$ cat src/rtl/register_file_read_sequencer_pkg.sv
// Shared constants for the register-file read/write side.
// Select encodings, fixed addresses and sequencer state encodings.
package register_file_read_sequencer_pkg;

    localparam int ADDR_W = 4;
    localparam int DATA_W = 16;

    typedef enum logic [1:0] {
        SEL_IR   = 2'b00,
        SEL_D    = 2'b01,
        SEL_ZERO = 2'b10,
        SEL_ILL  = 2'b11
    } src_sel_e;

    localparam logic [ADDR_W-1:0] ADDR_FIXED_D = 4'hD;
    localparam logic [ADDR_W-1:0] ADDR_ZERO    = 4'h0;

    typedef enum logic [2:0] {
        ST_IDLE  = 3'd0,
        ST_RD_A  = 3'd1,
        ST_RD_B  = 3'd2,
        ST_CAP_B = 3'd3,
        ST_VALID = 3'd4
    } rfs_state_e;

endpackage

$ cat src/rtl/register_file_read_sequencer_if.sv
// Request, register-file port and operand handshake bundle.
// master = requester/consumer/register file, slave = sequencer.
interface register_file_read_sequencer_if;
    import register_file_read_sequencer_pkg::*;

    logic              req_valid;
    logic              req_ready;
    logic [1:0]        src_a_sel;
    logic [1:0]        src_b_sel;
    logic [ADDR_W-1:0] ir_a;
    logic [ADDR_W-1:0] ir_b;
    logic [ADDR_W-1:0] rf_addr;
    logic [DATA_W-1:0] rf_data;
    logic              op_valid;
    logic              op_ready;
    logic [DATA_W-1:0] op_a;
    logic [DATA_W-1:0] op_b;
    logic              sel_err;

    modport master (
        output req_valid, src_a_sel, src_b_sel, ir_a, ir_b,
        output rf_data, op_ready,
        input  req_ready, rf_addr, op_valid, op_a, op_b, sel_err
    );

    modport slave (
        input  req_valid, src_a_sel, src_b_sel, ir_a, ir_b,
        input  rf_data, op_ready,
        output req_ready, rf_addr, op_valid, op_a, op_b, sel_err
    );

endinterface

$ cat src/rtl/register_file_read_sequencer_decode.sv
// Per-operand read-address decode.
// Illegal select reads address 0 and flags an error.
module rf_read_address_decode
    import register_file_read_sequencer_pkg::*;
(
    input  logic [1:0]        sel,
    input  logic [ADDR_W-1:0] ir,
    output logic [ADDR_W-1:0] addr,
    output logic              err
);

    // Map the select code onto a register-file address.
    always_comb begin
        addr = ADDR_ZERO;
        err  = 1'b0;
        unique case (src_sel_e'(sel))
            SEL_IR:   addr = ir;
            SEL_D:    addr = ADDR_FIXED_D;
            SEL_ZERO: addr = ADDR_ZERO;
            SEL_ILL: begin
                addr = ADDR_ZERO;
                err  = 1'b1;
            end
        endcase
    end

endmodule

$ cat src/rtl/register_file_read_sequencer.sv
// Operand-fetch sequencer over a single registered-read port.
// Reads A then B; a shared address skips the second capture.
module register_file_read_sequencer
    import register_file_read_sequencer_pkg::*;
(
    input logic clk,
    input logic reset,
    register_file_read_sequencer_if.slave bus
);

    rfs_state_e        state;
    rfs_state_e        state_nxt;
    logic [ADDR_W-1:0] addr_a;
    logic [ADDR_W-1:0] addr_b;
    logic [ADDR_W-1:0] dec_addr_a;
    logic [ADDR_W-1:0] dec_addr_b;
    logic              dec_err_a;
    logic              dec_err_b;
    logic [DATA_W-1:0] op_a_q;
    logic [DATA_W-1:0] op_b_q;
    logic              err_q;
    logic              same_addr;

    rf_read_address_decode u_dec_a (
        .sel  (bus.src_a_sel),
        .ir   (bus.ir_a),
        .addr (dec_addr_a),
        .err  (dec_err_a)
    );

    rf_read_address_decode u_dec_b (
        .sel  (bus.src_b_sel),
        .ir   (bus.ir_b),
        .addr (dec_addr_b),
        .err  (dec_err_b)
    );

    assign same_addr = (addr_a == addr_b);
    assign bus.op_a    = op_a_q;
    assign bus.op_b    = op_b_q;
    assign bus.sel_err = err_q;

    // State register; reset abandons any request in flight.
    always_ff @(posedge clk) begin
        if (reset) begin
            state <= ST_IDLE;
        end else begin
            state <= state_nxt;
        end
    end

    // Next state and per-state port drive.
    always_comb begin
        state_nxt     = state;
        bus.req_ready = 1'b0;
        bus.rf_addr   = ADDR_ZERO;
        bus.op_valid  = 1'b0;
        case (state)
            ST_IDLE: begin
                bus.req_ready = 1'b1;
                if (bus.req_valid) begin
                    state_nxt = ST_RD_A;
                end
            end
            ST_RD_A: begin
                bus.rf_addr = addr_a;
                state_nxt   = ST_RD_B;
            end
            ST_RD_B: begin
                bus.rf_addr = addr_b;
                state_nxt   = same_addr ? ST_VALID : ST_CAP_B;
            end
            ST_CAP_B: begin
                bus.rf_addr = addr_b;
                state_nxt   = ST_VALID;
            end
            ST_VALID: begin
                bus.op_valid = 1'b1;
                if (bus.op_ready) begin
                    state_nxt = ST_IDLE;
                end
            end
            default: state_nxt = ST_IDLE;
        endcase
    end

    // Latch the request at acceptance and capture read data.
    always_ff @(posedge clk) begin
        if (reset) begin
            addr_a <= ADDR_ZERO;
            addr_b <= ADDR_ZERO;
            err_q  <= 1'b0;
            op_a_q <= '0;
            op_b_q <= '0;
        end else begin
            case (state)
                ST_IDLE: begin
                    if (bus.req_valid) begin
                        addr_a <= dec_addr_a;
                        addr_b <= dec_addr_b;
                        err_q  <= dec_err_a | dec_err_b;
                    end
                end
                ST_RD_B: begin
                    op_a_q <= bus.rf_data;
                    if (same_addr) begin
                        op_b_q <= bus.rf_data;
                    end
                end
                ST_CAP_B: begin
                    op_b_q <= bus.rf_data;
                end
                default: ;
            endcase
        end
    end

endmodule

$ cat src/flat_wrapper.sv
// flat-port wrapper written by rule: the top's interface ports become plain ports
module register_file_read_sequencer_flat import register_file_read_sequencer_pkg::*;
  (clk, reset, bus_req_valid, bus_src_a_sel, bus_src_b_sel, bus_ir_a, bus_ir_b, bus_rf_data, bus_op_ready, bus_req_ready, bus_rf_addr, bus_op_valid, bus_op_a, bus_op_b, bus_sel_err);
  register_file_read_sequencer_if bus_i ();
  input logic clk;
  input logic reset;
  input wire logic [$bits(bus_i.req_valid)-1:0] bus_req_valid;
  input wire logic [$bits(bus_i.src_a_sel)-1:0] bus_src_a_sel;
  input wire logic [$bits(bus_i.src_b_sel)-1:0] bus_src_b_sel;
  input wire logic [$bits(bus_i.ir_a)-1:0] bus_ir_a;
  input wire logic [$bits(bus_i.ir_b)-1:0] bus_ir_b;
  input wire logic [$bits(bus_i.rf_data)-1:0] bus_rf_data;
  input wire logic [$bits(bus_i.op_ready)-1:0] bus_op_ready;
  output wire logic [$bits(bus_i.req_ready)-1:0] bus_req_ready;
  output wire logic [$bits(bus_i.rf_addr)-1:0] bus_rf_addr;
  output wire logic [$bits(bus_i.op_valid)-1:0] bus_op_valid;
  output wire logic [$bits(bus_i.op_a)-1:0] bus_op_a;
  output wire logic [$bits(bus_i.op_b)-1:0] bus_op_b;
  output wire logic [$bits(bus_i.sel_err)-1:0] bus_sel_err;
  assign bus_i.req_valid = bus_req_valid;
  assign bus_i.src_a_sel = bus_src_a_sel;
  assign bus_i.src_b_sel = bus_src_b_sel;
  assign bus_i.ir_a = bus_ir_a;
  assign bus_i.ir_b = bus_ir_b;
  assign bus_i.rf_data = bus_rf_data;
  assign bus_i.op_ready = bus_op_ready;
  assign bus_req_ready = bus_i.req_ready;
  assign bus_rf_addr = bus_i.rf_addr;
  assign bus_op_valid = bus_i.op_valid;
  assign bus_op_a = bus_i.op_a;
  assign bus_op_b = bus_i.op_b;
  assign bus_sel_err = bus_i.sel_err;
  register_file_read_sequencer u_core (.clk(clk), .reset(reset), .bus(bus_i));
endmodule
$ cat config.mk
export PLATFORM = sky130hd
export DESIGN_NAME = register_file_read_sequencer_flat
export DESIGN_NICKNAME = d
export VERILOG_FILES = /design/src/rtl/register_file_read_sequencer_pkg.sv /design/src/rtl/register_file_read_sequencer_if.sv /design/src/rtl/register_file_read_sequencer_decode.sv /design/src/rtl/register_file_read_sequencer.sv /design/src/flat_wrapper.sv
export SDC_FILE = /design/constraint.sdc
export NUM_CORES = 1
export LEC_CHECK = 0
export CAP_MARGIN = 10
export CORE_UTILIZATION = 42
export CTS_CLUSTER_DIAMETER = 120
export CTS_CLUSTER_SIZE = 24
export DETAILED_ROUTE_END_ITERATION = 8
export GPL_ROUTABILITY_DRIVEN = 0
export PLACE_DENSITY = 0.77
export SYNTH_ARGS = -nofsm -noshare
export SYNTH_HDL_FRONTEND = slang
export SYNTH_HIERARCHICAL = 1
export SYNTH_SLANG_ARGS = --single-unit
$ cat constraint.sdc
create_clock -name clk -period 1.5 [get_ports clk]
set_clock_uncertainty 0.15 [all_clocks]
set_input_delay 0.45 -clock clk [delete_from_list [all_inputs] [get_ports clk]]
set_output_delay 0.45 -clock clk [all_outputs]
set_load 0.01 [all_outputs]
==> Yosys cells after proc, flatten, opt, wreduce, memory -nomap -nowiden <==
Index checks and enable logic that the tools add are counted.
{ "totals": {"reg_bits": 44, "wordCells": 44} }
{ "classes": {"n_eq_ne": 14, "mux": 13, "n_bitwise": 1, "reduce_logical": 10} }
{ "ops": {"columns": ["op", "n"], "rows": [
  ["$pmux 16 s2", 1],
  ["$pmux 4 s3", 2],
  ["$mux 16", 1],
  ["$pmux 3 s5", 1],
  ["$mux 3", 3],
  ["$eq 2x2->1 const B", 4],
  ["$pmux 4 s2", 1],
  ["$eq 3x2->1 const B", 2],
  ["$reduce_and 2->1", 3],
  ["$reduce_or 2->1", 3],
  ["$eq 2x1->1 const B", 2],
  ["$eq 4x4->1", 1],
  ["$logic_not 2->1", 2],
  ["$mux 1", 4],
  ["$ne 2x2->1 const B", 2],
  ["$eq 3x1->1 const B", 1],
  ["$eq 3x3->1 const B", 1],
  ["$logic_not 3->1", 1],
  ["$ne 2x1->1 const B", 1],
  ["$reduce_bool 2->1", 1],
  ["$or 1x1->1", 1]
]} }

==> Logic depth before layout (Yosys ltp) <==
{ "logic_depth": {"depth_word": 3, "ltp_mapped": 7, "depth_no_buf": 4} }

==> By module <==
The synthesis kept the hierarchy.
{ "modules_own_cells": {"columns": ["mod", "n_inst", "cells_each", "area_per_inst_um2", "seq_area_each_um2"], "rows": [
  ["register_file_read_sequencer", 1, 260, 2118.3, 880.8],
  ["rf_read_address_decode", 2, 5, 48.8, 0.0]
]} }

==> Worst setup path after synthesis <==
Ideal clock, no wire load.
{ "synth_path": {"kind": "register to output", "start": "reg u_core.state[0]", "end": "out bus_rf_addr[0]", "t_arrival_ns": 1.038, "required_time_ns": 0.900, "setup_slack_ns": -0.138, "path_stages_with_launch": 5, "n_path_buf": 2, "path_cell_list": "dfxtp_1 -> buf_2 -> clkbuf_1 -> nand3b_1 -> a21oi_1"} }
{ "synth_between": {"elab_chain_len": 3, "word_cells_on_any_way": 5} }
{ "synth_lines": {"columns": ["element", "line_no", "text"], "rows": [
  ["start, declared", "register_file_read_sequencer.sv:11", "rfs_state_e state;"],
  ["start signal, assigned", "register_file_read_sequencer.sv:48", "state <= state_nxt;"],
  ["$eq 3x2->1", "register_file_read_sequencer.sv:58", "case (state)"],
  ["$reduce_or 2->1 (no line)", null, null],
  ["$pmux 4 s2 *", "register_file_read_sequencer.sv:58", null],
  ["end, declared", "flat_wrapper.sv:15", "output wire logic [$bits(bus_i.rf_addr)-1:0] bus_rf_addr;"]
]} }
Mark *: on every way between the ends. The rest lies on a longest branch, timed or not.

==> Worst setup path after layout <==
{ "layout_path": {"start": "reg u_core.state[1]", "end": "out bus_rf_addr[2]"} }
Same word-level chain as after synthesis.

==> summary.txt <==
Cells and area
  • Syn-to-layout area delta: 72.1%
  • Leading cell type in the layout, fill and taps excluded: nand2_1
  • Nets@finish: about 420
  • Layout cells sized above 1: a little over half
  • Diodes inserted: 0
  • Cell Count, Final, Fillers Out: ~460
  • Commonest cells after routing, fill and taps aside: nand2_1, buf_4, dfxtp_1, clkdlybuf4s50_1, a21oi_2
  • Final cell utilization of the core: between 70 and 80%

Run
  • Max-cap check violation count: 0

Synthesis
  • Syn_nets: 302
  • EDFF count, synth: 0
  • Netlist cell types: 29
  • Seq/Total Area, Yosys: 39.8%
  • Cell Area, Synth: 2220 um2
  • Mean Syn Cell Area: between 8 and 9 um2
  • Most used DFF post-synth: dfxtp_1
  • Synth Instances: 270
  • Flops & latches, synth: 44
  • YS warnings: 6
  • Ys async rst share: 0%

Critical path
  • Critical R2R Launch: u_core/state[1]
  • Crit Path Category: flop to output pin
  • CP max FO: 7
  • Critical path launch point: u_core/state[1]
  • Data arrival, critical path: around 1.2 ns
  • Crit. End Element: output pin
  • R2R setup slack: -0.25 ns
  • Critical path required time: approximately 0.90 ns
  • Crit path launch type: flop

Clock network
  • CTS sink count: 44
  • Worst skew pair latency: 0.30 ns
  • Max Buffers Root-to-Sink: 2
  • Clock transition at path regs: roughly 0.080 ns
  • TritonCTS Buffers: 5
  • CTS tree: done
  • Clk root buf: clkbuf_8
  • CTS H-tree depth: 2

STA
  • Hold_ws: ~0.31 ns
  • Max Slew Vio Count: 0
  • Minimum clock period: between 1.5 and 2 ns
  • Setup WS post-layout: -0.260 ns
  • Final Cycle Share: 117%
  • Max Fclk: 568 MHz
  • Post-route setup TNS: -5.05 ns
  • Final setup vio count: 29
  • Rel. slew slack: roughly 73%
  • Unrepaired setup endpoints after global routing: yes
  • Worst-Margin Slew: slightly above 0.4 ns
  • Final Hold Fails: 0

Global route
  • Total gr overflow: 0
  • GRT Total Usage: between 20% and 30%
  • Vias in the first global route: about 2300
  • Wire length of the first global-routing pass: about 10000 um
  • Antenna violations before repair: 0
  • Largest net degree at the start of global routing: 30

Power and ir drop
  • Leak: between 1.5 and 2 nW
  • Pwr Density: between 800 and 900 nW/um2
  • Peak supply drop: between 0.6 and 0.7 mV
  • Final Power: ~3.4 mW

Floorplan
  • Die W: between 70 and 80 um
  • I/O pins: slightly above 70
  • Num rows: 26
  • Die Span Y: between 70 and 80 um
  • Core Box Area: slightly above 5000 um2
  • Starting Density: 43.4%
  • Total die area: about 5600 um2

Route
  • Via-per-instance ratio: about 5.4
  • Pre-antenna DRT Iters: 4
  • Routed len/inst: roughly 16 um
  • DRT iter0 DRCs: between 150 and 200
  • Routed Antenna Nets: 0
  • Vias post-DR: between 2000 and 3000
  • Total Wirelength: ~7500 um
  • Post-route DRC: 0

Outcome
  • Outcome: complete, but fails checks
  • Violated checks: setup timing

Worst hold path
  • HP Class: flop to flop
  • Hold wc startpoint: u_core/bus.op_a[4]

Place
  • Dpl cells: between 400 and 500
  • Final HPWL DP: between 4000 and 5000 um
  • Port-buffer cells: 70
-- logic make-up (layout without fill, tap and decap cells) --
| group | after synthesis | count (layout) | synth area share, % |
|---|---|---|---|
| flops | 44 | 44 | 39.8 |
| xor+xnor | 4 | 4 | 1.58 |
| compound gates | 71 | 71 | 23.0 |
| buf+inv | 23 | 143 | 6.44 |
| simple gates | 128 | 129 | 29.2 |
-- synth_stat cells (5+ instances only) --
| cell type | number | area [um2] |
|---|---|---|
| a21oi_1 | 46 | 230 |
| and3_1 | 16 | 100 |
| buf_2 | 6 | 30.0 |
| buf_6 | 5 | 56.3 |
| clkbuf_1 | 8 | 30.0 |
| dfxtp_1 | 44 | 881 |
| nand2_1 | 71 | 267 |
| nand3_1 | 16 | 80.1 |
| o21ba_1 | 6 | 60.1 |
| o221ai_1 | 6 | 52.6 |
| o221ai_2 | 10 | 150 |
-- worst paths after layout --
kind	endpoint	depth (start not counted)
hold / removal	u_core/bus.op_a[4]	2
setup / recovery	bus_rf_addr[2]	4
setup reg to reg	u_core/bus.op_b[11]	8
hold reg to reg	u_core/bus.op_a[4]	2
-- cell type report --
| class | count | area, um2 |
|---|---|---|
| multi-input combinational | 204 | 1580 |
| fill | 353 | 1290 |
| timing repair buffer | 134 | 1150 |
| sequential | 44 | 905 |
| clock buffer | 8 | 90.1 |
| tap | 70 | 87.6 |
| inverter | 1 | 3.75 |
-- power breakdown --
group / switching [mW] / internal, mW
clock: 0.393 / 0.376
sequential: 0.0730 / 1.27
combinational: 0.645 / 0.596
total: 1.11 / 2.24
-- sequential cells by signal (all words and copies together), names as in the netlist --
register,count
u_core/addr_a,4
u_core/addr_b,4
u_core/bus.op_a,16
u_core/bus.op_b,16
u_core/bus.sel_err,1
u_core/state,3
-- critical path: stages, from the launching register on --
cell and delay [ns]:
dfxtp_4 0.40, buf_8 0.14, nand2_1 0.07, a21oi_2 0.12
buf_2 0.14
-- repair_timing --
item | in CTS | in global routing
resized for setup | 146 | 91
cloned | 1 | 3
pin swaps | 23 | 9
hold buffers | 0 | 0
endpoints found under the setup margin | 78 | 82
buffers inserted | 3 | 11
-- metrics by stage --
| step | instance area [um2] | worst slack (ns) |
|---|---|---|
| final | 3810 | -0.260 |
| after CTS | 3560 | -0.236 |
| after detailed placement | 3300 | -0.409 |
| after global routing | 3810 | -0.305 |
| after global placement | 3300 | -0.392 |
| after floorplan | 2240 | -0.000774 |
-- layer usage --
metal	up-vias	GRT usage, %	share of wire (%)
li1	1194	-	-
met1	1205	29.0	40
met2	83	42.4	53
met3	22	4.42	4.6
met4	0	9.22	2.9
met5	-	0	0
No activity file was read; power rests on OpenSTA's default activity.
